File: src/rtl/count_seq_pkg.sv
// Shared definitions for the count sequencer: FSM state encoding and
// counting-direction constants.
package count_seq_pkg;

    typedef enum logic [1:0] {
        ST_IDLE  = 2'd0,
        ST_RUN   = 2'd1,
        ST_PAUSE = 2'd2,
        ST_DONE  = 2'd3
    } state_t;

    localparam logic DIR_UP   = 1'b0;
    localparam logic DIR_DOWN = 1'b1;

endpackage

File: src/rtl/count_core.sv
// WIDTH-bit synchronous up/down counter with a parallel load; load has
// priority over enable. Arithmetic wraps modulo 2^WIDTH.
module count_core
    import count_seq_pkg::*;
#(
    parameter int WIDTH = 4
) (
    input  logic             clk,
    input  logic             rst,
    input  logic             en,
    input  logic             up_dn,
    input  logic             load,
    input  logic [WIDTH-1:0] load_val,
    output logic [WIDTH-1:0] count
);

    localparam logic [WIDTH-1:0] ONE = WIDTH'(1);

    always_ff @(posedge clk) begin
        if (rst) begin
            count <= '0;
        end else if (load) begin
            count <= load_val;
        end else if (en) begin
            if (up_dn == DIR_DOWN) begin
                count <= count - ONE;
            end else begin
                count <= count + ONE;
            end
        end
    end

endmodule

File: src/rtl/count_sequencer.sv
// Sequencer for the count_core datapath: start/stop/pause control, prescaler,
// latched configuration, terminal compare, one-shot or auto-reload.
//
// state | meaning
// IDLE  | waiting for start, count held at 0
// RUN   | prescaler running, count steps on each prescaler tick
// PAUSE | count and prescaler frozen while pause is high
// DONE  | one-shot finished, count holds terminal value, done=1
module count_sequencer
    import count_seq_pkg::*;
#(
    parameter int WIDTH = 4,
    parameter int PRE_W = 8
) (
    input  logic             clk,
    input  logic             rst,
    input  logic             start,
    input  logic             stop,
    input  logic             pause,
    input  logic             dir,
    input  logic             reload,
    input  logic [WIDTH-1:0] limit,
    input  logic [PRE_W-1:0] div,
    output logic [WIDTH-1:0] count,
    output logic             busy,
    output logic             tc,
    output logic             done
);

    localparam logic [PRE_W-1:0] PRE_ONE = PRE_W'(1);

    state_t             state;
    state_t             state_nxt;
    logic [PRE_W-1:0]   presc;
    logic [PRE_W-1:0]   div_l;
    logic [WIDTH-1:0]   limit_l;
    logic               dir_l;
    logic               reload_l;
    logic               start_go;
    logic               tick;
    logic               at_term;
    logic [WIDTH-1:0]   start_val_l;
    logic               core_en;
    logic               core_up_dn;
    logic               core_load;
    logic [WIDTH-1:0]   core_load_val;

    // start is only honoured from IDLE/DONE, and stop always beats it
    assign start_go    = start && !stop && (state == ST_IDLE || state == ST_DONE);
    assign tick        = (state == ST_RUN) && !stop && !pause && (presc == div_l);
    assign at_term     = (dir_l == DIR_DOWN) ? (count == '0) : (count == limit_l);
    assign start_val_l = (dir_l == DIR_DOWN) ? limit_l : '0;

    always_ff @(posedge clk) begin
        if (rst) begin
            state <= ST_IDLE;
        end else begin
            state <= state_nxt;
        end
    end

    always_comb begin
        state_nxt = state;
        case (state)
            ST_IDLE: begin
                if (start_go) state_nxt = ST_RUN;
            end
            ST_RUN: begin
                if (stop)                                 state_nxt = ST_IDLE;
                else if (pause)                           state_nxt = ST_PAUSE;
                else if (tick && at_term && !reload_l)    state_nxt = ST_DONE;
            end
            ST_PAUSE: begin
                if (stop)        state_nxt = ST_IDLE;
                else if (!pause) state_nxt = ST_RUN;
            end
            ST_DONE: begin
                if (stop)          state_nxt = ST_IDLE;
                else if (start_go) state_nxt = ST_RUN;
            end
            default: state_nxt = ST_IDLE;
        endcase
    end

    always_ff @(posedge clk) begin
        if (rst) begin
            presc    <= '0;
            div_l    <= '0;
            limit_l  <= '0;
            dir_l    <= 1'b0;
            reload_l <= 1'b0;
            tc       <= 1'b0;
        end else begin
            tc <= tick && at_term;
            if (stop || start_go) begin
                presc <= '0;
            end else if (tick) begin
                presc <= '0;
            end else if (state == ST_RUN && !pause) begin
                presc <= presc + PRE_ONE;
            end
            if (start_go) begin
                div_l    <= div;
                limit_l  <= limit;
                dir_l    <= dir;
                reload_l <= reload;
            end
        end
    end

    always_comb begin
        busy          = (state == ST_RUN) || (state == ST_PAUSE);
        done          = (state == ST_DONE);
        core_en       = 1'b0;
        core_up_dn    = dir_l;
        core_load     = 1'b0;
        core_load_val = '0;
        if (stop) begin
            core_load     = 1'b1;
        end else if (start_go) begin
            core_load     = 1'b1;
            core_load_val = (dir == DIR_DOWN) ? limit : '0;
        end else if (tick) begin
            if (at_term) begin
                // one-shot leaves the terminal value in place
                core_load     = reload_l;
                core_load_val = start_val_l;
            end else begin
                core_en = 1'b1;
            end
        end
    end

    count_core #(
        .WIDTH (WIDTH)
    ) u_core (
        .clk      (clk),
        .rst      (rst),
        .en       (core_en),
        .up_dn    (core_up_dn),
        .load     (core_load),
        .load_val (core_load_val),
        .count    (count)
    );

endmodule

File: config.mk
export PLATFORM = sky130hd
export DESIGN_NAME = count_sequencer
export DESIGN_NICKNAME = d
export VERILOG_FILES = /design/src/rtl/count_seq_pkg.sv /design/src/rtl/count_core.sv /design/src/rtl/count_sequencer.sv
export SDC_FILE = /design/constraint.sdc
export NUM_CORES = 1
export LEC_CHECK = 0
export CAP_MARGIN = 15
export CORE_MARGIN = 10
export CORE_UTILIZATION = 45
export DETAILED_ROUTE_END_ITERATION = 12
export GPL_TIMING_DRIVEN = 0
export PLACE_DENSITY = 0.69
export REMOVE_ABC_BUFFERS = 1
export SKIP_CTS_REPAIR_TIMING = 1
export SYNTH_ARGS = -nofsm -noshare
export SYNTH_HDL_FRONTEND = slang
export SYNTH_SLANG_ARGS = --single-unit
File: constraint.sdc
create_clock -name clk -period 2.35 [get_ports clk]
set_input_delay 0.3525 -clock clk [delete_from_list [all_inputs] [get_ports clk]]
set_output_delay 0.3525 -clock clk [all_outputs]
set_load 0.01 [all_outputs]
==> results of run 1 <==
## layout make-up
cell class | count | area, um^2
clock buffers | 7 | 86.3
fillers | 292 | 1330
inverters | 7 | 26.3
multi-input cells | 153 | 1040
flip-flops and latches | 29 | 582
well taps | 46 | 57.6
repair buffers | 33 | 317
## logic make-up (layout without fill, tap and decap cells)
logic type	count (synthesis)	count (layout)	share of synthesized area, %
xor gates and xnor gates	22	22	11.7
buffers and inverters	18	47	5.02
adders and majority gates	8	8	6.54
and+or+nand+nor	78	78	23.2
AOI/OAI and AO/OA	41	41	15.5
DFF	29	29	35.3
muxes	4	4	2.74
## power by group
part,leakage (nW),internal (mW),switching (mW)
combinational,0.471,0.108,0.107
clock,0.0443,0.232,0.184
sequential,0.236,0.510,0.0202
total,0.752,0.850,0.311
## layer usage
layer	part of all wire, %	routed length [um]	track usage [%]	up-vias
met4	2.0	80	4.75	0
met5	0	0	0	-
met3	4.8	195	3.67	11
met1	42	1710	13.9	716
met2	51	2040	20.2	33
li1	-	-	-	751
## worst max-delay path: stages (launching register included)
cell and delay [ns]:
dfxtp_1 0.34, inv_1 0.14, ha_1 0.21, nor2b_4 0.19, nand4_1 0.11, or4_4 0.47, o31a_1 0.33, mux2_4 0.30
o31ai_1 0.07
## worst max path at each step
stage                  start         endpoint  slack, ns  depth (start not counted)
finish              state[1]         state[1]       0.09                          8
floorplan           state[0]  u_core.count[1]      -0.56                          6
CTS                     stop  u_core.count[1]      -0.30                          7
global placement        stop  u_core.count[2]      -1.69                          5
detailed placement      stop  u_core.count[1]      -0.60                          7
global route        state[1]         state[1]     -0.006                          8
## sequential cells by signal, summed over array words and instances, names as in the netlist
signal,cells
presc,8
tc,1
state,2
reload_l,1
div_l,8
limit_l,4
u_core.count,4
core_up_dn,1
## per-stage QoR
step                      hold slack [ns]  power, mW  instance area [um^2]  cells  TNS (ns)
after floorplan                     0.422      0.646                  1590    189     -5.14
after global placement              0.458      0.721                  1900    260    -32.59
after detailed placement            0.463      0.729                  1910    261     -4.53
after CTS                           0.471       1.15                  2000    268     -1.66
after global routing                0.494       1.21                  2110    275  -0.00715
final                               0.470       1.16                  2110    275         0
## layout by cell type, fill, tap and decap left out, types with 3 or more instances in the layout
cell type        instances
a21oi_1                 20
buf_4                    7
clkbuf_8                 6
clkdlybuf4s50_1         24
dfxtp_1                 28
ha_1                     6
inv_1                    7
mux2i_1                  3
nand2_1                 35
nand3_1                  5
nand4_1                  5
nor2_1                  14
o21ai_0                  6
o31a_1                   3
o31ai_1                  3
xnor2_1                 14
xor2_1                   8
==> flow_summary.ini, run 1 <==
[outcome]
outcome = complete, no violations

[hold_path]
hold_start = div_l[0]
hold_class = flop to flop
hold_depth = 2
min_to = div_l[0]

[grt]
grt_pass1_wl_um = 6240
antenna_found_initial = 0
grt_max_degree = 23
grt_usage_pct = 12.0
grt-ovfl-total = 0
grt_pass1_vias = 1371

[pwr]
vdd_drop_max_mv = 0.259
leakage_nw = 0.752
p_per_area_nw_per_um2 = 550

[sta]
setup_viol = 0
finalMaxSlewViolations = 0
finalWorstSetupSlack_ns = 0.0885
slew-limit-headroom_pct = 41.4
finalHoldViolCount = 0
tightest_slew_ns = 0.877
fin_skew_ns = 0.00871
period_share_pct = 96.2
layout_min_cycle_time_ns = 2.26
fmax_ghz = 0.442

[placed_design]
dp_hpwl_um = 2780
port_buffers = 25
post-place-ws_ns = -0.596
gp_congestion = 0.828

[clock_network]
clockBufferDepth = 2
clkTransAtPathRegs_ns = 0.06
cts_tree = yes
cts.htree.levels = 2
clock_sinks = 29
clk_latency_ns = 0.28
root_buffer = clkbuf_8
cts_made_buffers = 5

[setup_path]
r2r_end = state[1]
r2r_setup_slack_ns = 0.09
critPathKind = flop to flop
r2r_cells = 8
worstPathArrival_ns = 2.44
r2r_start = state[1]
start_kind = flop
required_ns = 2.53
critical_path.endpoint_type = flop
cp_max_fo = 6

[yosys]
syn-cell-area_um2 = 1640
synthFlopType = dfxtp_1
yosysUniqueCellTypes = 43
yosys-top-cells-area = dfxtp_1 35%, nand2_1 8.0%, xnor2_1 7.5%
yosys.area.top_type = dfxtp_1
synthCells = 200
synth_common_cells = 35 x nand2_1, 29 x dfxtp_1, 20 x a21oi_1, 14 x nor2_1, 14 x xnor2_1
synth-async-reset-ratio_pct = 0
synth.most_common_cell = nand2_1
synth-edff-count = 0
synth.avg_cell_area_um2 = 8.22
synth_seq_cells = 29
synth_seq_area_share_pct = 35.3
synth_top_area_share_pct = 35.3
ys_warn_count = 0

[die]
die_h_um = 80.4
rows = 21
num_io_pins = 26
initial_core_util_pct = 47.8
fp.coreArea_um2 = 3440
die_width_um = 80.4
die_area_um2 = 6470

[detailed_routing]
vias = 1511
drtAntennaViolNets = 0
vias_per_cell = 5.49
dr.pass1.iters = 4
drc_errors = 0
initialDrtViolationCount = 95
wirelength_um = 4020
routedWlPerCell_um = 14.6

[layout]
drive_above_1_share_pct = 12.2
final_nets = 256
area_growth_pct = 28.4
fin_util_pct = 61.3
antennaDiodeCount = 0

[run]
drv_cap = 0
No activity file was read; power rests on OpenSTA's default activity.
==> inputs of run 2 (changes only) <==
- ABC_CLOCK_PERIOD_IN_PS: unset -> 2350
- CORE_ASPECT_RATIO: unset -> 0.6
==> run 2 against run 1 <==
Against the previous run: hold slack worse by 0.0028 ns; clock-buffer cell count stayed put; combinational power barely moved; sequential power hardly changed; power increased by 3.4%; global-route usage grew 0.99 points; non-clock buffer count shrank 3; register-to-register slack gained 0.05 ns; largest power group unchanged.
==> flow_summary.ini, run 2 (same netlist as run 1, synthesis figures left out) <==
[grt]
grt_pass1_wl_um = 6860
grt_usage_pct = 13.0
grt_pass1_vias = 1463
antenna_found_initial = 0
grt_max_degree = 23
grt-ovfl-total = 0

[outcome]
outcome = complete, no violations

[placed_design]
gp_congestion = 0.870
post-place-ws_ns = -0.708
dp_hpwl_um = 2950
port_buffers = 25
placed_cell_area_um2 = 1910
numPlacedInstances = 260

[detailed_routing]
routedWlPerCell_um = 14.9
dr.pass1.iters = 4
initialDrtViolationCount = 100
wirelength_um = 4070
vias = 1448
vias_per_cell = 5.32
drtAntennaViolNets = 0
drc_errors = 0

[layout]
fin_util_pct = 62.3
final_nets = 253
top_regs = div_l x8, presc x8
design_area_um2 = 2110
layout_commonest_cell = nand2_1
area_growth_pct = 28.2
final_cell_mix = 35 x nand2_1, 26 x dfxtp_1, 24 x clkdlybuf4s50_1
drive_above_1_share_pct = 13.7
fillers = 295
antennaDiodeCount = 0
fin_cells = 272

[sta]
finalWorstSetupSlack_ns = 0.135
finalHoldViolCount = 0
slew-limit-headroom_pct = 43.6
rsz0062_at_grt = false
fmax_ghz = 0.452
fin_skew_ns = 0.00449
tightest_slew_ns = 0.843
layout_min_cycle_time_ns = 2.21
period_share_pct = 94.2
tns_ns = 0
finalMaxSlewViolations = 0
setup_viol = 0

[setup_path]
critPathKind = flop to flop
required_ns = 2.54
cp_max_fo = 6
start_kind = flop
critical_path.endpoint_type = flop
worstPathArrival_ns = 2.40

[die]
die_width_um = 98.0
fp.coreArea_um2 = 3380
num_io_pins = 26
die_h_um = 66.8
initial_core_util_pct = 48.6
die_area_um2 = 6550
rows = 16

[clock_network]
root_buffer = clkbuf_8
clock_sinks = 29
cts.htree.levels = 2
clkTransAtPathRegs_ns = 0.06
clk_latency_ns = 0.29
clockBufferDepth = 2
cts_tree = yes
cts_made_buffers = 5

[pwr]
leakage_nw = 0.748
vdd_drop_max_mv = 0.370
p_per_area_nw_per_um2 = 570

[run]
drv_cap = 0

[hold_path]
hold_class = flop to flop
==> run 2: cell count changes in the layout (fill, tap and decap cells not counted), sizes merged <==
cell	before	now
buf	8	5
clkinv	0	1
==> run 2: worst max-delay path, cell delays in order, from the launching register on <==
cell and delay, ns:
dfxtp_2 0.34, inv_2 0.10, ha_2 0.20, nor2b_4 0.18
nand4_1 0.12, or4_4 0.48, o31a_1 0.34, mux2_4 0.30
o31ai_1 0.06
==> run 2: area by class of cell <==
type,count,area [um^2],share of cell area (%)
Timing Repair Buffer,30,294,13.9
Sequential cell,29,587,27.8
Inverter,7,26.3,1.25
Clock buffer,7,96.3,4.57
Multi-Input combinational cell,153,1040,49.5
Clock inverter,1,5.00,0.237
Tap cell,45,56.3,2.67
==> run 2: path summary, 6_finish.rpt <==
path / start / to / slack [ns] / cells past startpoint
setup / recovery: state[1] / state[1] / 0.14 / 8
hold / removal: div_l[4] / div_l[4] / 0.47 / 2
setup reg to reg: state[1] / state[1] / 0.14 / 8
hold reg to reg: div_l[4] / div_l[4] / 0.47 / 2
==> run 2: power by group <==
part           internal [mW]  switching [mW]  total, mW
logic                  0.105           0.106      0.212
clock network          0.264           0.194      0.458
registers              0.510          0.0214      0.532
==> run 2: metrics by stage <==
step | hold WS (ns) | power, mW
after global routing | 0.489 | 1.27
after global placement | 0.458 | 0.722
after floorplan | 0.422 | 0.646
final | 0.467 | 1.20
after CTS | 0.470 | 1.19
after detailed placement | 0.461 | 0.730
==> run 2: per-layer routing <==
| metal | global-route usage, % | wire, um | part of all wire, % |
|---|---|---|---|
| met1 | 16.7 | 2100 | 52 |
| met2 | 18.2 | 1650 | 41 |
| met3 | 4.84 | 252 | 6.2 |
| met4 | 7.58 | 68 | 1.7 |
| met5 | 0 | 0 | 0 |
==> inputs of run 3 (changes only) <==
--- a/config.mk
+++ b/config.mk
@@ -17,2 +17,3 @@
 export SKIP_CTS_REPAIR_TIMING = 1
+export SKIP_LAST_GASP = 1
 export SYNTH_ARGS = -nofsm -noshare
==> constraint.sdc (replaced) <==
create_clock -name clk -period 2.35 [get_ports clk]
set_input_delay 0.47 -clock clk [delete_from_list [all_inputs] [get_ports clk]]
set_output_delay 0.47 -clock clk [all_outputs]
set_load 0.01 [all_outputs]
==> run 3 against run 2 <==
Against the previous run: non-clock buffer count did not move; largest cell class unchanged; clock-buffer cell count did not move; critical path type is now input port to flop; clock power barely moved; hold slack barely moved; final cell count did not move; first-iteration DRC count fell by 16%.
==> flow_summary.ini, run 3 (same netlist as run 1, synthesis figures left out) <==
[die]
num_io_pins = 26
die_width_um = 98.0
rows = 16
die_h_um = 66.8
initial_core_util_pct = 48.6
fp.coreArea_um2 = 3380
die_area_um2 = 6550

[layout]
final_nets = 253
fin_util_pct = 62.2
fin_cells = 272
antennaDiodeCount = 0
drive_above_1_share_pct = 12.8
final_cell_mix = 35 x nand2_1, 28 x dfxtp_1, 24 x clkdlybuf4s50_1
layout_commonest_cell = nand2_1
design_area_um2 = 2100
top_regs = div_l x8, presc x8
area_growth_pct = 27.9

[detailed_routing]
initialDrtViolationCount = 84
vias = 1453
drc_errors = 0
dr.pass1.iters = 4
drtAntennaViolNets = 0
vias_per_cell = 5.34
wirelength_um = 4050
routedWlPerCell_um = 14.9

[setup_path]
critPathKind = input port to flop
cp-startpoint = pause
r2r_start = state[1]
worstPathArrival_ns = 2.46
critical_path.endpoint_type = flop
required_ns = 2.55
r2r_setup_slack_ns = 0.12
start_kind = input port
cp_max_fo = 6

[outcome]
outcome = complete, no violations

[sta]
tightest_slew_ns = 0.841
tns_ns = 0
layout_min_cycle_time_ns = 2.27
slew-limit-headroom_pct = 43.8
fmax_ghz = 0.441
finalMaxSlewViolations = 0
setup_viol = 0
finalHoldViolCount = 0
hold_ws_ns = 0.467
rsz0062_at_grt = false
fin_skew_ns = 0.00542
period_share_pct = 96.4

[placed_design]
placed_cell_area_um2 = 1910
gp_congestion = 0.870
dp_hpwl_um = 2950
numPlacedInstances = 260
port_buffers = 25

[run]
drv_cap = 0

[clock_network]
cts_tree = yes
clockBufferDepth = 2
clkTransAtPathRegs_ns = 0.06
cts.htree.levels = 2
root_buffer = clkbuf_8
clk_latency_ns = 0.29
clock_sinks = 29
cts_made_buffers = 5

[grt]
grt_pass1_vias = 1463
grt_max_degree = 23
grt-ovfl-total = 0
antenna_found_initial = 0
grt_pass1_wl_um = 6860
grt_usage_pct = 13.0

[pwr]
vdd_drop_max_mv = 0.370
leakage_nw = 0.747
p_per_area_nw_per_um2 = 572

[hold_path]
hold_class = flop to flop
hold_start = div_l[4]
==> run 3: cell counts in the layout (fill, tap and decap cells not counted) <==
No cell type changed its count.
==> run 3: layer usage <==
| layer | part of all wire (%) | global-route usage, % |
|---|---|---|
| met1 | 50 | 16.7 |
| met2 | 40 | 18.2 |
| met3 | 7.6 | 4.84 |
| met5 | 0 | 0 |
| met4 | 1.7 | 7.58 |
==> run 3: per-stage QoR <==
step | worst slack, ns | power [mW]
4_1_cts | -0.562 | 1.19
3_5_place_dp | -0.826 | 0.730
6_report | 0.0845 | 1.20
2_1_floorplan | -0.559 | 0.646
3_3_place_gp | -1.71 | 0.722
5_1_grt | 0.00496 | 1.27
==> run 3: cell type report <==
| class | instances | area (um^2) |
|---|---|---|
| Sequential cell | 29 | 582 |
| Clock inverter | 1 | 5.00 |
| Multi-Input combinational cell | 153 | 1040 |
| Clock buffer | 7 | 96.3 |
| Inverter | 7 | 26.3 |
| Tap cell | 45 | 56.3 |
| Timing Repair Buffer | 30 | 294 |
| Fill cell | 297 | 1280 |
==> run 3: worst max-delay path: stages <==
cell	delay, ns
clkdlybuf4s50_1	0.51
nor2b_4	0.18
nand4_1	0.12
or4_4	0.48
o31a_1	0.34
mux2_4	0.30
o31ai_1	0.06
==> run 3: worst paths after layout <==
| kind | to | cells past startpoint |
|---|---|---|
| max reg2reg | state[1] | 8 |
| min | div_l[4] | 2 |
| min reg2reg | div_l[4] | 2 |
| max | state[1] | 7 |
==> run 3: where the power goes <==
part           switching [mW]  leakage, nW  internal [mW]
clock                   0.194       0.0542          0.264
sequential             0.0216        0.236          0.510
combinational           0.106        0.456          0.105
total                   0.322        0.747          0.880
==> edit (flow settings as in run 1) <==
`PRE_W`: 8 -> 12.
--- a/src/rtl/count_sequencer.sv
+++ b/src/rtl/count_sequencer.sv
@@ -10,7 +10,7 @@
     import count_seq_pkg::*;
 #(
     parameter int WIDTH = 4,
-    parameter int PRE_W = 8
+    parameter int PRE_W = 12
 ) (
     input  logic             clk,
     input  logic             rst,
Interface: changed (resized div); port bits go from 26 to 30. The function was not compared with the original's and may differ.
==> edit against run 1 <==
Setup slack improved by 0.048 ns. Wire length is 18% higher. Global-route usage increased by 0.80 points. Clock skew is 0.0047 ns lower. Total power up 17%. Sequential power up 27%. Design area increased by 17%. Clock power is 6.3% higher. Sequential cell count rose by 8. Area after synthesis increased by 23%.
==> edit: results (changes against run 1) <==
metric,value,unit,change
first-pass GRT wire length,7910,um,+27%
initial antenna violation count,0,,unchanged
Setup Crit Path Kind,reg -> reg,,
Hold Path Sink,div_l[6]$_SDFFE_PP0P_,,
Synth Flop Type,dfxtp_1,,
Routed wire per std cell,14.3,um,-2.3%
post-synthesis sequential area ratio,36.8,%,+1.5 points
largest registers,"div_l: 12 flops, presc: 12 flops",,
1st-iter DRT viols,112,,+18%
DRT Pass-1 Iters,4,,unchanged
vias in the first global route,1733,,+26%
flop-to-flop setup slack,0.14,ns,+0.05 ns
share of post-route cells with drive strength above 1,7.86,%,-4.4 points
outcome,completed,,
end point of the critical path,u_core.count[1]$_SDFFE_PP0P_,,
total CTS buffers,5,,unchanged
Post-Synth XOR/XNOR Area,13.0,%,+1.3 points
DPL Wire Length,3390,um,+22%
count of input and output buffers,29,,+16%
Hold Crit Start,div_l[6]$_SDFFE_PP0P_,,
number of buffers on the longest clock path,2,,unchanged
H-tree depth,2,,unchanged
Root Driver,clkbuf_8,,
adder-cell share of the synthesized area,5.34,%,-1.2 points
Register-to-Register Path Depth,8,,unchanged
Worst EP arrival,2.36,ns,-0.08 ns
Yosys cell types,39,,-9.3%
fin crit share,94.2,%,-2.0 points
Post-synth top cells,"54 x nand2_1, 37 x dfxtp_1, 25 x a21oi_1",,
slowest CP cell,dfxtp_2,,
worst stage delay on the critical path,0.35,ns,-0.12 ns
Top Family by Delay on Critical Path,simple AND/OR/NAND/NOR gates,,
"Reg clk slew, reported paths",0.07,ns,
pre-CTS worst setup slack,-0.188,ns,+0.408 ns
largest net degree at the start of global routing,24,,+4.3%
Final Skew,0.00396,ns,-0.00474 ns
Worst-Skew Late Latency,0.30,ns,+0.02 ns
Max transition margin,40.5,%,-0.88 points
nets,310,,+21%
# diodes,0,,unchanged
routed via count,1783,,+18%
VDD IR max,0.000310,V,+20%
CP Launch Point,state[0]$_SDFFE_PP0P_,,
"Async S/R FF share, synth",0,%,unchanged
Synth area leaders,"dfxtp_1 37%, nand2_1 10%, xor2_1 8.7%",,
Leak,0.937,nW,+25%
hold crit path type,reg -> reg,,
Ys Warns,0,,unchanged
Area after DPL,2340,um^2,+23%
RD Place Congestion,0.837,,+1.1%
Final Hold Vio Count,0,,unchanged
mux cell area share after synthesis,1.06,%,-1.7 points
Min Hold Slack,0.471,ns,+0.00159 ns
all-layer global routing usage,12.8,%,+0.80 points
Filler cells,435,,+49%
Synth Area in Compound Gates,14.1,%,-1.3 points
Critical Path Fanout Max,11,,+5
Min-Delay Path Depth,2,,unchanged
[edit: changes by cell type after synthesis, sizes merged, moves of 5 or more]
| cell | run 1 | this run |
|---|---|---|
| nand2 | 35 | 54 |
| xor2 | 8 | 20 |
| dfxtp | 29 | 37 |
| nor3 | 2 | 8 |
| a21oi | 20 | 25 |
[edit: metrics by stage]
stage | std cells | TNS, ns | utilization [%]
CTS | 331 | -0.269 | 55.8
detailed placement | 323 | -0.944 | 53.8
global route | 332 | -0.0274 | 56.5
floorplan | 241 | 0 | -
global placement | 322 | -3.42 | 53.6
finish | 332 | 0 | 56.5
[edit: layer usage]
layer / wire [um] / GRT usage (%) / vias up
met5: 0 / 0 / -
met4: 91 / 5.89 / 0
met3: 289 / 3.93 / 8
met2: 2120 / 20.1 / 37
met1: 2240 / 15.7 / 824
li1: - / - / 914
[edit: cells by family (layout without fill, tap and decap cells)]
logic type | Yosys count | after routing
XOR/XNOR | 30 | 30
AO/OA/AOI/OAI | 45 | 45
buffers and inverters | 16 | 45
adder cells (fa/ha/maj) | 8 | 8
multiplexers | 2 | 2
AND/OR/NAND/NOR | 112 | 113
flip-flops | 37 | 37
[edit: area by class of cell]
class,count,area share (%)
repair buffers,30,12.3
well taps,52,2.64
flip-flops and latches,37,30.2
multi-input cells,198,50.3
inverters,7,1.07
clock buffers,5,2.80
clock inverters,3,0.712
[edit: where the power goes]
| group | internal [W] | switching (W) |
|---|---|---|
| sequential | 0.000649 | 0.0000228 |
| combinational | 0.000115 | 0.000129 |
| clock | 0.000204 | 0.000236 |
